### src/rtl/ram_port_arbiter.sv
// ram_port_arbiter
//   Shares one pipelined RAM port between `requesters` clients. Each cycle at
//   most one request is granted (round-robin), registered onto the RAM port,
//   and tracked through a `pipelining`-deep tag pipeline so the response is
//   steered back to its owner exactly `pipelining` cycles after the transfer.
//
// Ports
//   clk, reset        clock (rising edge) / async active-low reset
//   req_valid/ready   per-requester handshake; ready is the one-hot grant
//   req_we/addr/wdata per-requester command, packed [i*W +: W]
//   resp_valid        one-hot response strobe
//   resp_error        out-of-bounds flag (qualified by resp_valid)
//   resp_rdata        read data for in-bounds reads, else 0
//   ram_addr/we/wdata registered RAM command
//   ram_rdata         RAM read data, valid `pipelining` cycles after issue
//   inflight          transactions issued but not yet responded
module ram_port_arbiter #(
    parameter int requesters = 4,
    parameter int word_size  = 8,
    parameter int word_count = 256,
    parameter int addr_width = 16,
    parameter int pipelining = 3
) (
    input  logic                               clk,
    input  logic                               reset,
    input  logic [requesters-1:0]              req_valid,
    output logic [requesters-1:0]              req_ready,
    input  logic [requesters-1:0]              req_we,
    input  logic [requesters*addr_width-1:0]   req_addr,
    input  logic [requesters*word_size-1:0]    req_wdata,
    output logic [requesters-1:0]              resp_valid,
    output logic                               resp_error,
    output logic [word_size-1:0]               resp_rdata,
    output logic [$clog2(word_count)-1:0]      ram_addr,
    output logic                               ram_we,
    output logic [word_size-1:0]               ram_wdata,
    input  logic [word_size-1:0]               ram_rdata,
    output logic [$clog2(pipelining+1)-1:0]    inflight
);

    localparam int IDW = $clog2(requesters);
    localparam int RAW = $clog2(word_count);
    localparam int IFW = $clog2(pipelining+1);

    if (pipelining < 2 || pipelining > 4) begin : g_bad_pipelining
        $error("ram_port_arbiter: pipelining must be 2, 3 or 4");
    end

    typedef struct packed {
        logic [IDW-1:0] id;
        logic           we;
        logic           err;
    } txn_t;

    // ---------------- round-robin arbitration ----------------
    logic [IDW-1:0] ptr_q, ptr_d;
    logic [IDW-1:0] gnt_id;
    logic           gnt_any;
    logic [IDW:0]   rr_idx;

    // Scan offsets from highest to lowest; the last hit wins, so the
    // requester closest to the pointer takes the grant.
    always_comb begin
        gnt_id  = ptr_q;
        gnt_any = 1'b0;
        rr_idx  = '0;
        for (int k = requesters-1; k >= 0; k--) begin
            rr_idx = {1'b0, ptr_q} + (IDW+1)'(k);
            if (rr_idx >= (IDW+1)'(requesters))
                rr_idx = rr_idx - (IDW+1)'(requesters);
            if (req_valid[rr_idx[IDW-1:0]]) begin
                gnt_id  = rr_idx[IDW-1:0];
                gnt_any = 1'b1;
            end
        end
    end

    always_comb begin
        req_ready = '0;
        if (gnt_any && reset)
            req_ready[gnt_id] = 1'b1;
    end

    logic                  fire;
    logic [addr_width-1:0] sel_addr;
    logic [word_size-1:0]  sel_wdata;
    logic                  sel_we;
    logic                  oob;

    assign fire      = |(req_valid & req_ready);
    assign sel_addr  = req_addr[gnt_id*addr_width +: addr_width];
    assign sel_wdata = req_wdata[gnt_id*word_size +: word_size];
    assign sel_we    = req_we[gnt_id];
    assign oob       = |sel_addr[addr_width-1:RAW];

    always_comb begin
        ptr_d = ptr_q;
        if (fire)
            ptr_d = (gnt_id == IDW'(requesters-1)) ? '0 : gnt_id + 1'b1;
    end

    // ---------------- RAM command register ----------------
    logic [RAW-1:0]       ram_addr_q;
    logic                 ram_we_q;
    logic [word_size-1:0] ram_wdata_q;

    // Out-of-bounds transfers are turned into a harmless read of address 0;
    // idle cycles only drop the write enable.
    always_ff @(posedge clk or negedge reset) begin
        if (!reset) begin
            ram_addr_q  <= '0;
            ram_we_q    <= 1'b0;
            ram_wdata_q <= '0;
        end else begin
            ram_we_q <= 1'b0;
            if (fire) begin
                ram_we_q    <= sel_we & ~oob;
                ram_addr_q  <= oob ? '0 : sel_addr[RAW-1:0];
                ram_wdata_q <= sel_wdata;
            end
        end
    end

    assign ram_addr  = ram_addr_q;
    assign ram_we    = ram_we_q;
    assign ram_wdata = ram_wdata_q;

    // ---------------- tag pipeline ----------------
    // Stage k holds the transaction transferred k cycles ago; the last stage
    // lines up with ram_rdata.
    logic [pipelining:1] vld_pipe_q;
    txn_t                txn_pipe_q [1:pipelining];

    always_ff @(posedge clk or negedge reset) begin
        if (!reset) begin
            vld_pipe_q <= '0;
            for (int k = 1; k <= pipelining; k++)
                txn_pipe_q[k] <= '0;
        end else begin
            vld_pipe_q    <= {vld_pipe_q[pipelining-1:1], fire};
            txn_pipe_q[1] <= {gnt_id, sel_we, oob};
            for (int k = 2; k <= pipelining; k++)
                txn_pipe_q[k] <= txn_pipe_q[k-1];
        end
    end

    logic out_v;
    txn_t out_t;
    assign out_v = vld_pipe_q[pipelining];
    assign out_t = txn_pipe_q[pipelining];

    always_comb begin
        resp_valid = '0;
        resp_error = 1'b0;
        resp_rdata = '0;
        if (out_v) begin
            resp_valid[out_t.id] = 1'b1;
            resp_error           = out_t.err;
            if (!out_t.we && !out_t.err)
                resp_rdata = ram_rdata;
        end
    end

    // ---------------- state registers ----------------
    logic [IFW-1:0] inflight_q, inflight_d;

    always_comb begin
        inflight_d = inflight_q;
        case ({fire, out_v})
            2'b10:   inflight_d = inflight_q + IFW'(1);
            2'b01:   inflight_d = inflight_q - IFW'(1);
            default: inflight_d = inflight_q;
        endcase
    end

    always_ff @(posedge clk or negedge reset) begin
        if (!reset) begin
            ptr_q      <= '0;
            inflight_q <= '0;
        end else begin
            ptr_q      <= ptr_d;
            inflight_q <= inflight_d;
        end
    end

    assign inflight = inflight_q;

endmodule
### config.mk
export PLATFORM = sky130hd
export DESIGN_NAME = ram_port_arbiter
export DESIGN_NICKNAME = d
export VERILOG_FILES = /design/src/rtl/ram_port_arbiter.sv
export SDC_FILE = /design/constraint.sdc
export NUM_CORES = 1
export LEC_CHECK = 0
export ABC_CLOCK_PERIOD_IN_PS = 3400
export BUFFER_PORTS_ARGS = -buffer_cell sky130_fd_sc_hd__buf_2
export CORE_ASPECT_RATIO = 1.1
export CORE_MARGIN = 2
export CORE_UTILIZATION = 41
export DETAILED_ROUTE_END_ITERATION = 10
export GPL_ROUTABILITY_DRIVEN = 0
export GPL_TIMING_DRIVEN = 1
export PLACE_DENSITY = 0.81
export SLEW_MARGIN = 20
export SYNTH_ARGS = -nofsm -noshare
export SYNTH_HDL_FRONTEND = slang
export SYNTH_SLANG_ARGS = --single-unit
### constraint.sdc
create_clock -name clk -period 3.4 [get_ports clk]
set_input_delay 0 -clock clk [delete_from_list [all_inputs] [get_ports clk]]
set_output_delay 0 -clock clk [all_outputs]
set_load 0.03 [all_outputs]
-- Word-level counts from Yosys, hierarchy flattened
Cells that the tools add are included.
- flip-flop bits (word level): 36
- bits in latches: 0
- RAM bits: 0
- memory bits (read-only): 0
- word-level logic and storage cells: 89
- memories: 0
- input port bits: 114
- output and inout port bits: 36
- div/mod/pow operators: 0
- add/sub/neg operators: 10
- reduce and logical (&&, ||, !) cells: 9
- muxes and demuxes: 35
- shift operators: 2
- bitwise gates (word level): 3
- $lt $le $gt $ge: 12
- multipliers: 0
- equal/unequal tests: 3
- operators by type and width (cell ; number):
    64-bit by 7-bit variable part select with 16-bit output ; 1
    32-bit by 6-bit variable part select with 8-bit output ; 1
    8-bit two-way mux ; 3
    2-bit by 3-bit less-than comparator with 1-bit output (second input constant) ; 6
    2-bit two-way mux ; 9
    1-bit two-way mux ; 13
    1-bit binary-select mux with 2-bit select ; 5
    2-bit by 1-bit subtractor with 2-bit output (second input constant) ; 5
    3-bit >= comparator (second input constant) ; 3
    4-bit two-way mux ; 2
    8-bit OR reduction ; 1
    2-bit by 2-bit adder with 3-bit output (second input constant) ; 2
    2-bit by 1-bit adder with 2-bit output (second input constant) ; 2
    4-bit bitwise AND ; 1
    1-bit demux with 2-bit select ; 2
    2-bit equality test (second input constant) ; 2
    2-bit by 1-bit >= comparator with 1-bit output (second input constant) ; 2
    1-bit logical AND ; 4
    2-bit one-hot mux with 2 select lines ; 1
    4-bit OR reduction ; 1
    2-bit by 1-bit adder with 3-bit output (second input constant) ; 1
    2-bit by 3-bit >= comparator with 1-bit output (second input constant) ; 1
    2-bit by 1-bit equality test with 1-bit output (second input constant) ; 1
    1-bit zero test ; 2
    other kinds (3) ; 3

-- Depth between registers and ports, before layout
- word-level depth: 18
- mapped depth: 14
- gate-level depth less buffers: 11

-- Least setup slack after synthesis
OpenSTA, ideal clock, no wires.
- path kind: register -> register
- from: reg ptr_q[1]
- to: reg inflight_q[1] (netlist: inflight[1])
- path buffers: 3
- required time: 3265 ps
- stages on the path, launching flop included: 14
- setup slack: 593 ps
- arrival time: 2672 ps
- setup time: 135 ps
- clock period less this slack: 2807 ps
- cell sequence: dfrtp_1 > and3b_1 > or4_4 > nand2_4 > buf_2 > ha_1 > nand2_1 > a31o_1 > buf_6 > buf_4 > ha_1 > xnor2_1 > nor2_1 > xor2_1
- longest elaborated chain between the ends: 18
- elaborated cells between the ends (all ways): 44
- those cells by class: add/sub (7); order compare (6); eq/ne (2); mux (24); bitwise (1); reduce/logical (4)
- ends and longest elaborated chain (element ; line ; RTL):
    start: declaration ; 56 ; logic [IDW-1:0] ptr_q, ptr_d;
    start signal: assignment ; 181 ; ptr_q <= ptr_d;
    2-bit by 2-bit adder with 3-bit output ; 68 ; rr_idx = {1'b0, ptr_q} + (IDW+1)'(k);
    3-bit >= comparator / 2-bit by 1-bit subtractor with 2-bit output (equally long branches) ; 69, 70 ;
    2-bit two-way mux ; 69 ; if (rr_idx >= (IDW+1)'(requesters))
    1-bit binary-select mux with 2-bit select ; 71 ; if (req_valid[rr_idx[IDW-1:0]]) begin
    1-bit two-way mux (implied by the code) ; 71 ;
    2-bit two-way mux (4 in a row) ; 71 ;
    2-bit by 3-bit less-than comparator with 1-bit output (implied by the code) / 2-bit by 1-bit >= comparator with 1-bit output (equally long branches) ; 81 ; req_ready[gnt_id] = 1'b1;
    1-bit logical AND (implied by the code) ; 81 ;
    1-bit two-way mux (implied by the code) ; 81 ;
    1-bit demux with 2-bit select ; 81 ;
    4-bit two-way mux * ; 80 ; if (gnt_any && reset)
    4-bit bitwise AND * ; 90 ; assign fire = |(req_valid & req_ready);
    4-bit OR reduction * ; 90 ;
    2-bit by 1-bit equality test with 1-bit output / 2-bit equality test (equally long branches) ; 169 ; case ({fire, out_v})
    2-bit one-hot mux with 2 select lines / 2-bit nonzero test (equally long branches) ; -- ;
    end signal: assignment ; 182 ; inflight_q <= inflight_d;
    end: declaration ; 165 ; logic [IFW-1:0] inflight_q, inflight_d;
Every way passes the cells marked *; elsewhere a longest branch is shown, timed or not. The select of a mux whose other input is x is not followed.
A chain may end at the register's enable or synchronous reset.

-- Final worst setup path
- from: reg ptr_q[1]
- to: reg ram_addr_q[6] (netlist: ram_addr[6])
- longest elaborated chain between the ends: 16
- elaborated cells between the ends (all ways): 43
- those cells by class: add/sub (7); order compare (6); shift (1); mux (24); bitwise (1); reduce/logical (4)
- ends and longest elaborated chain (element ; line ; RTL):
    2-bit by 2-bit adder with 3-bit output ; 68 ;
    3-bit >= comparator / 2-bit by 1-bit subtractor with 2-bit output (equally long branches) ; 69, 70 ;
    2-bit two-way mux ; 69 ;
    1-bit binary-select mux with 2-bit select ; 71 ;
    1-bit two-way mux (implied by the code) ; 71 ;
    2-bit two-way mux (4 in a row) ; 71 ;
    2-bit by 3-bit less-than comparator with 1-bit output (implied by the code) / 2-bit by 1-bit >= comparator with 1-bit output (equally long branches) ; 81 ;
    1-bit logical AND (implied by the code) ; 81 ;
    1-bit two-way mux (implied by the code) ; 81 ;
    1-bit demux with 2-bit select ; 81 ;
    4-bit two-way mux ; 80 ;
    4-bit bitwise AND ; 90 ;
    4-bit OR reduction ; 90 ;
    end signal: assignment ; 118 ; ram_addr_q <= oob ? '0 : sel_addr[RAW-1:0];
    end: declaration ; 103 ; logic [RAW-1:0] ram_addr_q;
Parallel ways exist; a longest one is shown, timed or not. The select of a mux whose other input is x is not followed.

==> run summary <==
The detailed-router iteration count before antenna repair was 4. The peak fanout along the critical path was 28. The tools report the max-slew violation count as 0.

Multiplexer cells account for 25.5% of the synthesized area. The synthesis-to-layout area growth came out at 41.7%. The critical path is of the flop to flop type. The number of vias in the routed layout is 1,973, and the post-route minimum period is 2.83 ns.

The number of flip-flops and latches in the synthesized netlist was 36. The tightest min-delay check is of the input port to flop type. Summing all multi-input logic gate instances after layout gives 0.00110 mm².

The cell family contributing the most delay on the critical path was simple AND/OR/NAND/NOR gates. The number of antenna violations at the first check in global routing is 0. The summed instance area of the synthesized netlist is 0.00209 mm², and the required arrival time at the worst endpoint is 3.62 ns. Count of buffers from port buffering: 149. The buffer and inverter count on the worst path came out at 1. The largest buffer count on any clock path is 2, and the total power divided by cell area is 750 mW/mm². Clock skew on the completed layout was measured at 0.00354 ns. Counting every net in the synthesized netlist gives 305. TritonCTS built the clock tree. The wire length after detailed routing is 5.01 mm, and the hold buffer count at CTS is 1. In the routed layout, each cell is associated on average with a via count of 4.94. The synthesized netlist devotes 1.26% of its cell area to XOR and XNOR gates. The die height works out to 78.9 µm. The tool flagged a number of max-cap violations equal to 0.

The top-level I/O count came out at 150. The largest net degree at the start of global routing was 37. Cells with a size suffix above 1 make up 51.0% of the layout.

The layout has 441 filler cells. The worst-path cell with the longest stage delay is sky130_fd_sc_hd__or4_4. Worst-margin pin slew: 0.909 ns. In this run the remaining antenna-violating nets after routing total 0. The final count of hold timing violations is 0, and the post-synthesis instance total is 189. For flop-to-flop paths, the worst setup slack is 0.57 ns. The signal on the critical path passes through and3b_1 > or4_4 > nand2_4 > ha_1 > nand2_1 > a31o_1 > buf_4 > a211oi_4 > a22o_1.

In this run the static leakage power is 1.67 nW. The first-pass GRT wire length was 7.80 mm; the overall die width was 72.0 µm. The final routed wire length divided by cell count is 12.6 µm, and the post-route standard cell area excluding fillers is 0.00296 mm².

The critical path runs through a total of 9 cells. Depth of the worst register-to-register path: 9. Of the available clock period, the critical path in the final layout requires 83.1%. The worst max-slew margin expressed relative to the limit was 38.6%. In this run the most critical hold path is launched from req_valid[1]. The post-placement cell count came out at 390. The logs give 0 for the remaining global-route overflow and 42.1% for the initial core utilization. The tree is rooted in a sky130_fd_sc_hd__clkbuf_8.

The HPWL after detailed placement is 4.10 mm. Summing the areas of all and, or, nand and nor instances in the mapped netlist gives 14.5% of the synthesized area. The endpoint identified for the worst register-to-register timing path is ram_addr[6]$_DFFE_PN0P_.

After detailed placement, the total cell area comes to 0.00286 mm². The floorplan die area was 0.00568 mm². Summing the areas of all compound-gate instances in the mapped netlist gives 10.2% of the synthesized area. After synthesis, the largest family of logic cells by area is multiplexers. In this design, the stage delay of the slowest critical-path cell is 0.49 ns. The share of the Yosys chip area taken by registers is 43.1%.

The run finished with clean final reports. The path with the worst hold slack has its endpoint at txn_pipe_q[11]$_DFF_PN0_. Setup violations remaining at the end of the flow were counted as 0.

The logs give 0 for the post-CTS setup buffer count and 2 for the number of levels in the clock H-tree. Buffers inserted during clock tree synthesis total 5. The startpoint identified for the worst register-to-register timing path is ptr_q[1]$_DFFE_PN0P_. The tools report the core area as 0.00497 mm².

Clock tree synthesis found a total of 36 sinks. For the final routed database, the setup TNS stands at 0 ns. VDD sags by at most 0.515 mV. Maximum clock frequency: 0.354 GHz. The run gives 27 as the number of core rows.

The number of global-route vias before repair was 1,792; the clock-pin slew on the worst setup and hold paths was 0.07 ns. The tools report the capturing element type of the critical path as a flop. The final layout contains 456 nets. After clock tree synthesis, the repair step resized 0 gates.

After the first detailed-routing iteration, the DRC count stood at 77. Clock latency on the worst-skew pair, taken at its later pin, is 0.28 ns. The adder-cell area share of the yosys netlist is 1.20%.

Across every metal layer, demand over resource in global routing totals 17.6%. The logs give 34 for the post-synthesis cell type count and 0 for the yosys synthesis warning count. STA classifies the critical path startpoint as a flop. For this run, the number of standard cells in the final layout without fillers is 399.

Hold path depth: 3. 0 antenna diodes ended up in the layout. The tools report the data arrival time of the critical path as 3.04 ns. Setup repair after global routing left no endpoint under its margin.

The total DRC errors in the routed layout was 0; the combined flip-flop and latch cell area was 901 µm². A synthesized cell averages 11.0 µm².
-- through the flow --
stage               util [%]  setup WS (ns)  power [mW]  hold slack (ns)
floorplan                  -          0.593        1.65           -0.296
global placement        57.6          0.673        1.92            0.110
detailed placement      57.6          0.578        1.95            0.118
CTS                     59.6          0.559        2.25           0.0589
global route            59.6          0.349        2.37           0.0712
finish                  59.6          0.575        2.22           0.0644
-- state kept, by name (all words and copies together), names as in the netlist --
name        flops
txn_pipe_q      8
ram_wdata       8
out_t           4
vld_pipe_q      3
ptr_q           2
inflight        2
ram_addr        8
ram_we          1
-- worst max-delay path by stage --
stage / start / end
CTS: ptr_q[1]$_DFFE_PN0P_ / ram_addr[4]$_DFFE_PN0P_
detailed placement: ptr_q[1]$_DFFE_PN0P_ / ram_addr[3]$_DFFE_PN0P_
floorplan: ptr_q[1]$_DFFE_PN0P_ / inflight[1]$_DFFE_PN0P_
global placement: ptr_q[1]$_DFFE_PN0P_ / ram_addr[2]$_DFFE_PN0P_
finish: ptr_q[1]$_DFFE_PN0P_ / ram_addr[6]$_DFFE_PN0P_
global route: ptr_q[1]$_DFFE_PN0P_ / ram_addr[6]$_DFFE_PN0P_
-- power breakdown --
group / leakage, nW / internal [mW] / switching [mW]
Clock: 0.0479 / 0.143 / 0.147
Combinational: 1.18 / 0.489 / 0.717
Sequential: 0.440 / 0.620 / 0.104
Total: 1.67 / 1.25 / 0.968
-- Yosys cell counts --
| library cell | instances | area share (%) |
|---|---|---|
| sky130_fd_sc_hd__and3b_1 | 2 | 0.84 |
| sky130_fd_sc_hd__a211oi_4 | 1 | 0.96 |
| sky130_fd_sc_hd__a21o_1 | 1 | 0.36 |
| sky130_fd_sc_hd__inv_4 | 1 | 0.30 |
| sky130_fd_sc_hd__o21bai_1 | 1 | 0.36 |
| sky130_fd_sc_hd__a211oi_1 | 1 | 0.36 |
| sky130_fd_sc_hd__buf_6 | 2 | 1.1 |
| sky130_fd_sc_hd__a22o_1 | 8 | 3.4 |
| sky130_fd_sc_hd__inv_1 | 4 | 0.72 |
| sky130_fd_sc_hd__nor4_1 | 8 | 2.4 |
| sky130_fd_sc_hd__o21ai_1 | 3 | 0.72 |
| sky130_fd_sc_hd__xor2_1 | 1 | 0.42 |
| sky130_fd_sc_hd__nand3_2 | 1 | 0.48 |
| sky130_fd_sc_hd__buf_4 | 4 | 1.4 |
| sky130_fd_sc_hd__o21ai_0 | 8 | 1.9 |
| sky130_fd_sc_hd__nand2_1 | 15 | 2.7 |
| sky130_fd_sc_hd__a31o_1 | 1 | 0.42 |
| sky130_fd_sc_hd__mux2_2 | 9 | 4.9 |
| sky130_fd_sc_hd__and2_1 | 10 | 3.0 |
| sky130_fd_sc_hd__o41ai_1 | 1 | 0.42 |
| sky130_fd_sc_hd__nor2b_1 | 4 | 1.2 |
| sky130_fd_sc_hd__xnor2_1 | 2 | 0.84 |
| sky130_fd_sc_hd__a211o_1 | 1 | 0.42 |
| sky130_fd_sc_hd__buf_2 | 3 | 0.72 |
| sky130_fd_sc_hd__or4_4 | 1 | 0.54 |
| sky130_fd_sc_hd__mux2i_1 | 43 | 21 |
| sky130_fd_sc_hd__a31oi_1 | 3 | 0.90 |
| sky130_fd_sc_hd__nor3_1 | 3 | 0.72 |
| sky130_fd_sc_hd__nor2_1 | 4 | 0.72 |
| sky130_fd_sc_hd__dfrtp_1 | 36 | 43 |
| sky130_fd_sc_hd__nand2_4 | 1 | 0.54 |
| sky130_fd_sc_hd__ha_1 | 2 | 1.2 |
| sky130_fd_sc_hd__and3_1 | 1 | 0.30 |
| sky130_fd_sc_hd__nor3b_1 | 3 | 1.1 |
-- cells by family (layout without fill, tap and decap cells) --
logic type	after synthesis	in the layout
buf+inv	14	166
flops	36	36
xor+xnor	3	3
compound gates	29	29
fa+ha+maj	2	2
mux	52	52
simple gates	53	53
-- cells in the final DEF (no fill, tap or decap), types with 2 or more instances in the layout --
cell type and instances:
sky130_fd_sc_hd__clkbuf_8 5, sky130_fd_sc_hd__o21ai_0 8, sky130_fd_sc_hd__o21ai_1 3, sky130_fd_sc_hd__a31oi_1 3
sky130_fd_sc_hd__inv_1 4, sky130_fd_sc_hd__and3b_1 2, sky130_fd_sc_hd__and2_1 10, sky130_fd_sc_hd__mux2_2 9
sky130_fd_sc_hd__nor2_1 4, sky130_fd_sc_hd__nor2b_1 4, sky130_fd_sc_hd__mux2i_1 43, sky130_fd_sc_hd__buf_2 149
sky130_fd_sc_hd__a22o_1 8, sky130_fd_sc_hd__ha_1 2, sky130_fd_sc_hd__buf_4 3, sky130_fd_sc_hd__dfrtp_1 36
sky130_fd_sc_hd__xnor2_1 2, sky130_fd_sc_hd__nand2_1 15, sky130_fd_sc_hd__nor3_1 3, sky130_fd_sc_hd__nor4_1 8
sky130_fd_sc_hd__nor3b_1 3, sky130_fd_sc_hd__clkinv_2 2
-- worst reg2reg max path, cell delays in order (launching register included) --
cell and delay [ns]:
sky130_fd_sc_hd__dfrtp_1 0.42, sky130_fd_sc_hd__and3b_1 0.19, sky130_fd_sc_hd__or4_4 0.49, sky130_fd_sc_hd__nand2_4 0.30
sky130_fd_sc_hd__ha_1 0.24, sky130_fd_sc_hd__nand2_1 0.06, sky130_fd_sc_hd__a31o_1 0.23, sky130_fd_sc_hd__buf_4 0.23
sky130_fd_sc_hd__a211oi_4 0.39, sky130_fd_sc_hd__a22o_1 0.20
-- layer usage --
layer | vias up | track usage (%) | wire length [µm]
li1 | 988 | - | -
met1 | 900 | 20.2 | 1980
met2 | 83 | 31.8 | 2610
met3 | 2 | 4.70 | 392
met4 | 0 | 4.91 | 31
met5 | - | 0 | 0
-- area by class of cell --
type	count	area share (%)
Sequential cell	36	30.4
Multi-Input combinational cell	139	37.1
Clock buffer	5	2.33
Timing Repair Buffer	153	26.3
Clock inverter	3	0.634
Tap cell	58	2.45
Inverter	5	0.719
No activity file was read; power rests on OpenSTA's default activity.
